===== src/rtl/muxn_pkg.sv =====
// Shared types and helpers for the mux_n_seq tap selector.
package muxn_pkg;

  localparam int unsigned MUXN_MAX_IN = 64;

  typedef enum logic [0:0] {
    IDLE = 1'b0,
    RUN  = 1'b1
  } state_e;

  // Limit a requested last-tap index to the highest existing lane.
  function automatic int unsigned clamp_idx(input int unsigned idx, input int unsigned num_in);
    return (idx > num_in - 1) ? num_in - 1 : idx;
  endfunction

endpackage


===== src/rtl/muxn_comb.sv =====
// Combinational NUM_IN:1 lane select; an index with no matching lane gives zero and raises o_err.
module muxn_comb #(
  parameter int unsigned DATA_WIDTH = 16,
  parameter int unsigned NUM_IN     = 11,
  parameter int unsigned SEL_WIDTH  = $clog2(NUM_IN)
) (
  input  logic [NUM_IN*DATA_WIDTH-1:0] i_data,
  input  logic [SEL_WIDTH-1:0]         i_idx,
  output logic [DATA_WIDTH-1:0]        o_data,
  output logic                         o_err
);

  always_comb begin
    o_data = '0;
    o_err  = 1'b1;
    for (int k = 0; k < NUM_IN; k++) begin
      if (i_idx == SEL_WIDTH'(k)) begin
        o_data = i_data[k*DATA_WIDTH +: DATA_WIDTH];
        o_err  = 1'b0;
      end
    end
  end

endmodule


===== src/rtl/mux_n_seq.sv =====
// Registered N:1 tap selector with direct and sequence modes, valid/ready on both sides.
// Optional build macro MUXN_ZERO_SKIP_EN skips all-zero non-final taps and adds skip_cnt.
module mux_n_seq
  import muxn_pkg::*;
#(
  parameter int unsigned DATA_WIDTH = 16,
  parameter int unsigned NUM_IN     = 11,
  parameter int unsigned SEL_WIDTH  = $clog2(NUM_IN)
) (
  input  logic                         clk,
  input  logic                         rst_n,
  input  logic [NUM_IN*DATA_WIDTH-1:0] in_data,
  input  logic                         in_valid,
  output logic                         in_ready,
  input  logic [SEL_WIDTH-1:0]         sel,
  input  logic                         mode_seq,
  input  logic                         start,
  input  logic [SEL_WIDTH-1:0]         seq_last,
  output logic [DATA_WIDTH-1:0]        out_data,
  output logic                         out_valid,
  input  logic                         out_ready,
  output logic                         out_last,
  output logic                         out_err,
  output logic                         busy
`ifdef MUXN_ZERO_SKIP_EN
  ,
  output logic [SEL_WIDTH:0]           skip_cnt
`endif
);

  if (NUM_IN < 2 || NUM_IN > MUXN_MAX_IN) begin : g_bad_num_in
    $error("mux_n_seq: NUM_IN out of supported range");
  end

  state_e                r_state, w_state_d;
  logic [SEL_WIDTH-1:0]  r_idx, w_idx_d;
  logic [SEL_WIDTH-1:0]  r_last_q, w_last_d;
  logic [SEL_WIDTH-1:0]  w_mux_idx;
  logic [DATA_WIDTH-1:0] w_mux_data;
  logic                  w_mux_err;
  logic [DATA_WIDTH-1:0] r_out_data;
  logic                  r_out_valid, r_out_last, r_out_err;
  logic                  w_in_ready, w_fire, w_skip, w_is_last;

  assign w_in_ready = ~r_out_valid | out_ready;
  assign w_is_last  = (r_idx == r_last_q);
  // One shared selector: the counter drives it in RUN, the direct select otherwise.
  assign w_mux_idx  = (r_state == RUN) ? r_idx : sel;

  muxn_comb #(
    .DATA_WIDTH(DATA_WIDTH),
    .NUM_IN    (NUM_IN),
    .SEL_WIDTH (SEL_WIDTH)
  ) u_muxn_comb (
    .i_data(in_data),
    .i_idx (w_mux_idx),
    .o_data(w_mux_data),
    .o_err (w_mux_err)
  );

`ifdef MUXN_ZERO_SKIP_EN
  // A skip needs only in_valid; the final tap is always issued so out_last survives.
  assign w_skip = (r_state == RUN) & in_valid & (w_mux_data == '0) & ~w_is_last;
`else
  assign w_skip = 1'b0;
`endif

  always_comb begin
    w_state_d = r_state;
    w_idx_d   = r_idx;
    w_last_d  = r_last_q;
    w_fire    = 1'b0;
    unique case (r_state)
      IDLE: begin
        if (!mode_seq) begin
          w_fire = in_valid & w_in_ready;
        end else if (start) begin
          w_idx_d   = '0;
          w_last_d  = SEL_WIDTH'(clamp_idx(32'(seq_last), NUM_IN));
          w_state_d = RUN;
        end
      end
      RUN: begin
        if (w_skip) begin
          w_idx_d = r_idx + 1'b1;
        end else if (in_valid & w_in_ready) begin
          w_fire = 1'b1;
          if (w_is_last) begin
            w_idx_d   = '0;
            w_state_d = IDLE;
          end else begin
            w_idx_d = r_idx + 1'b1;
          end
        end
      end
      default: w_state_d = IDLE;
    endcase
  end

  always_ff @(posedge clk or negedge rst_n) begin
    if (!rst_n) begin
      r_state  <= IDLE;
      r_idx    <= '0;
      r_last_q <= '0;
    end else begin
      r_state  <= w_state_d;
      r_idx    <= w_idx_d;
      r_last_q <= w_last_d;
    end
  end

  always_ff @(posedge clk or negedge rst_n) begin
    if (!rst_n) begin
      r_out_data  <= '0;
      r_out_valid <= 1'b0;
      r_out_last  <= 1'b0;
      r_out_err   <= 1'b0;
    end else if (w_fire) begin
      r_out_data  <= w_mux_data;
      r_out_err   <= w_mux_err;
      r_out_last  <= (r_state == RUN) & w_is_last;
      r_out_valid <= 1'b1;
    end else if (out_ready) begin
      r_out_valid <= 1'b0;
    end
  end

`ifdef MUXN_ZERO_SKIP_EN
  logic               w_start_seq;
  logic [SEL_WIDTH:0] r_skip_cnt;

  assign w_start_seq = (r_state == IDLE) & mode_seq & start;

  always_ff @(posedge clk or negedge rst_n) begin
    if (!rst_n) begin
      r_skip_cnt <= '0;
    end else if (w_start_seq) begin
      r_skip_cnt <= '0;
    end else if (w_skip) begin
      r_skip_cnt <= r_skip_cnt + 1'b1;
    end
  end

  assign skip_cnt = r_skip_cnt;
`endif

  assign in_ready  = w_in_ready;
  assign out_data  = r_out_data;
  assign out_valid = r_out_valid;
  assign out_last  = r_out_last;
  assign out_err   = r_out_err;
  assign busy      = (r_state == RUN);

endmodule


===== config.mk =====
export PLATFORM = sky130hd
export DESIGN_NAME = mux_n_seq
export DESIGN_NICKNAME = d
export VERILOG_FILES = /design/src/rtl/muxn_pkg.sv /design/src/rtl/muxn_comb.sv /design/src/rtl/mux_n_seq.sv
export SDC_FILE = /design/constraint.sdc
export NUM_CORES = 1
export LEC_CHECK = 0
export ABC_CLOCK_PERIOD_IN_PS = 2400
export BUFFER_PORTS_ARGS = -buffer_cell sky130_fd_sc_hd__buf_2
export CAP_MARGIN = 25
export CORE_MARGIN = 1
export CORE_UTILIZATION = 25
export DETAILED_ROUTE_END_ITERATION = 10
export SLEW_MARGIN = 15
export SYNTH_ARGS = -nofsm -noshare
export SYNTH_HDL_FRONTEND = slang
export SYNTH_SLANG_ARGS = --single-unit

===== constraint.sdc =====
create_clock -name clk -period 2.4 [get_ports clk]
set_input_delay 0.24 -clock clk [delete_from_list [all_inputs] [get_ports clk]]
set_output_delay 0.24 -clock clk [all_outputs]
set_load 0.01 [all_outputs]

==> reports/results.ini <==
[floorplan]
dieArea_mm2 = 0.0130
start_util_pct = 25.9
die_h_um = 114
io_pins = 211
row_count = 40
core_area_mm2 = 0.0121
die_x_um = 114

[power]
power_density_mw_per_mm2 = 995
max-vdd-ir-drop_mv = 0.547
leakage_nw = 2.10

[clock_tree]
cts_tree = done
clockBufferDepth = 2
clock-sinks = 28
htree_levels = 1
cts_resized = 0
numCtsBuffers = 3
clkLatencyLatePin_ns = 0.27
clk_pin_slew_ns = 0.08
cts_hold_buf = 0
post_cts_buffers = 0
root_buffer = clkbuf_16

[setup_path]
crit_chain = buf_12 -> or3b_1 -> and2_1 -> and3_1 -> nand3_1 -> a31o_1
worstPathRequired_ns = 2.56
cp_slowest_cell = and3_1
end_kind = register
r2r_end = out_data[11]$_DFFE_PN0P_
critPathLaunchType = register
r2r_cells = 6
worstSetupPathType = register to register
critPathArrivalTime_ns = 2.37
r2r_start = busy$_DFF_PN0_
rrSetupSlack_ns = 0.20
max_stage_delay_ns = 0.59
crit_family = simple AND/OR/NAND/NOR gates
cp_max_fo = 29
worst-path-buf-inv = 1

[layout]
seq_area_um2 = 701
nFillCells = 1284
antenna_cells = 0
area_growth_pct = 41.4
finalNonFillerCells = 728
multi_input_area_mm2 = 0.00222
layout.nets = 752
drive_above_1_share_pct = 47.1

[synth]
synth_area_per_cell_um2 = 8.68
ys_ff_latch = 28
synth_nets = 552
muxShareOfSynthArea_pct = 20.7
yosys.area_share.adder_pct = 0.400
synth_cells = 361
synth.top_cell.area_share_pct = 22.4
synth-edff-count = 0
synth_xor_area_share_pct = 1.12
synthSimpleGateAreaFrac_pct = 23.5
yosysSeqAreaShare_pct = 22.4
yosysUniqueCellTypes = 53
yosysWarnings = 0
syn_area_mm2 = 0.00313
yosysTopAreaCell = dfrtp_1
synth_ff_type = dfrtp_1
synth_area_leaders = dfrtp_1 (22%), mux4_2 (12%), nand2_1 (7.9%)
synth_top_family_by_area = compound AO/OA/AOI/OAI gates
async_flop_share_pct = 100
synth-compound-area-share_pct = 24.8

[status]
run_status = completed

[sta]
tns_ns = 0
fin_skew_ns = 0.00830
fmax_mhz = 454
setup_viol = 0
finalCritPeriodShare_pct = 91.8
min_period_ns = 2.20
slew_viol_final = 0
maxSlewHeadroom_pct = 47.3
worst_pin_slew_ns = 0.790
rsz0062_at_grt = no
hold_violations = 0

[global_routing]
gr-total-overflow = 0
grt_antenna_before_repair = 0
grt_pass1_wl_mm = 19.7
grt_max_degree = 32
grt_usage_pct = 19.5
grt_pass1_vias = 3814

[detailed_routing]
vias = 3830
drtIter0Drc = 240
drt_wl_total_mm = 13.0
route.antenna.remaining_nets = 0
avgRoutedWirePerCell_um = 17.8
route.detailed.drc = 0
drtPass1Iterations = 4
viasPerCell = 5.26

[placement]
dp.final_hpwl_mm = 10.0
place.gp.congestion = 0.855
place_inst = 724
port_buffers = 210

[run]
maxCapViolCount = 0

[hold_path]
hp-class = primary input to async pin

==> cell usage in the layout (no fill, tap or decap), types with 3 or more instances in the layout <==
master and n:
o2bb2ai_1 13, o22ai_1 20, nand2_1 66, or3b_1 3
and3_1 4, buf_4 14, dfrtp_1 28, a22o_1 4
mux4_2 16, o221ai_1 4, mux2i_1 18, nand3b_1 5
nand4_1 3, nand3_1 14, clkbuf_16 3, a2bb2oi_1 3
mux2_2 7, a22oi_1 4, xnor2_1 4, buf_2 210
nor3_1 13, nand2b_1 3, inv_1 3, a31o_1 10
nor2b_1 4, o21ai_0 16, nor2_1 6, a31oi_1 3
and2_1 13, a21oi_1 14
==> power breakdown <==
part	internal (W)	switching (W)	total (W)
Sequential	0.000671	0.000159	0.000830
Combinational	0.00144	0.00170	0.00314
Clock	0.000256	0.000181	0.000437
Total	0.00237	0.00204	0.00440
==> how the worst max path moves through the flow <==
stage,start,to,slack (ns),depth (start not counted)
after floorplan,busy$_DFF_PN0_,out_data[4]$_DFFE_PN0P_,0.52,7
after global placement,busy$_DFF_PN0_,out_data[12]$_DFFE_PN0P_,0.29,5
after detailed placement,busy$_DFF_PN0_,out_data[4]$_DFFE_PN0P_,0.18,6
after CTS,busy$_DFF_PN0_,out_data[4]$_DFFE_PN0P_,0.24,6
after global routing,busy$_DFF_PN0_,out_data[11]$_DFFE_PN0P_,0.05,6
final,busy$_DFF_PN0_,out_data[11]$_DFFE_PN0P_,0.20,6
==> sequential cells by signal (all words and copies together) (netlist names) <==
signal / count
out_data: 16
r_idx: 4
r_last_q: 4
busy: 1
out_err: 1
out_last: 1
out_valid: 1
==> layer usage <==
layer,share of wire (%),track usage [%],vias to the layer above
met5,0,0,-
met4,2.3,5.89,0
met3,7.5,4.30,19
met2,51,35.8,178
met1,39,22.4,1851
li1,-,-,1782
==> stage by stage <==
stage	instance area [µm²]	util, %	power [W]	hold WS [ns]	worst slack (ns)
6_report	4430	36.5	0.00440	0.0211	0.197
2_1_floorplan	3130	-	0.00310	-0.0556	0.523
4_1_cts	4430	36.5	0.00443	0.0496	0.240
3_3_place_gp	4340	35.8	0.00391	0.335	0.287
5_1_grt	4430	36.5	0.00477	0.0711	0.0458
3_5_place_dp	4340	35.8	0.00398	0.343	0.184
==> layout make-up <==
class	count	share of cell area (%)
repair buffers	226	27.0
inverters	3	0.254
flip-flops and latches	28	15.8
well taps	168	4.75
clock buffers	4	2.01
multi-input cells	299	50.1
==> cells by family after synthesis <==
| logic type | Yosys count |
|---|---|
| AO/OA/AOI/OAI | 106 |
| XOR/XNOR | 4 |
| buffers and inverters | 34 |
| multiplexers | 43 |
| AND/OR/NAND/NOR | 145 |
| flip-flops | 28 |
| adder cells (fa/ha/maj) | 1 |
==> cell usage after synthesis, types with 3 or more instances <==
cell and n:
nand2_1 66, and2_1 13, dfrtp_1 28, nor3_1 13
and3_1 4, a31o_1 10, buf_2 13, a21oi_1 14
o21ai_0 16, xnor2_1 4, clkbuf_1 6, inv_1 3
o22ai_1 20, o2bb2ai_1 13, nor2b_1 4, mux2i_1 18
a22oi_1 4, a31oi_1 3, a22o_1 4, nand3_1 14
nand3b_1 5, nand2b_1 3, a2bb2oi_1 3, nand4_1 3
or3b_1 3, nor2_1 6, mux4_2 16, o221ai_1 4
mux2_2 7, buf_6 10
Note: power is estimated with default switching activity, not from simulation.
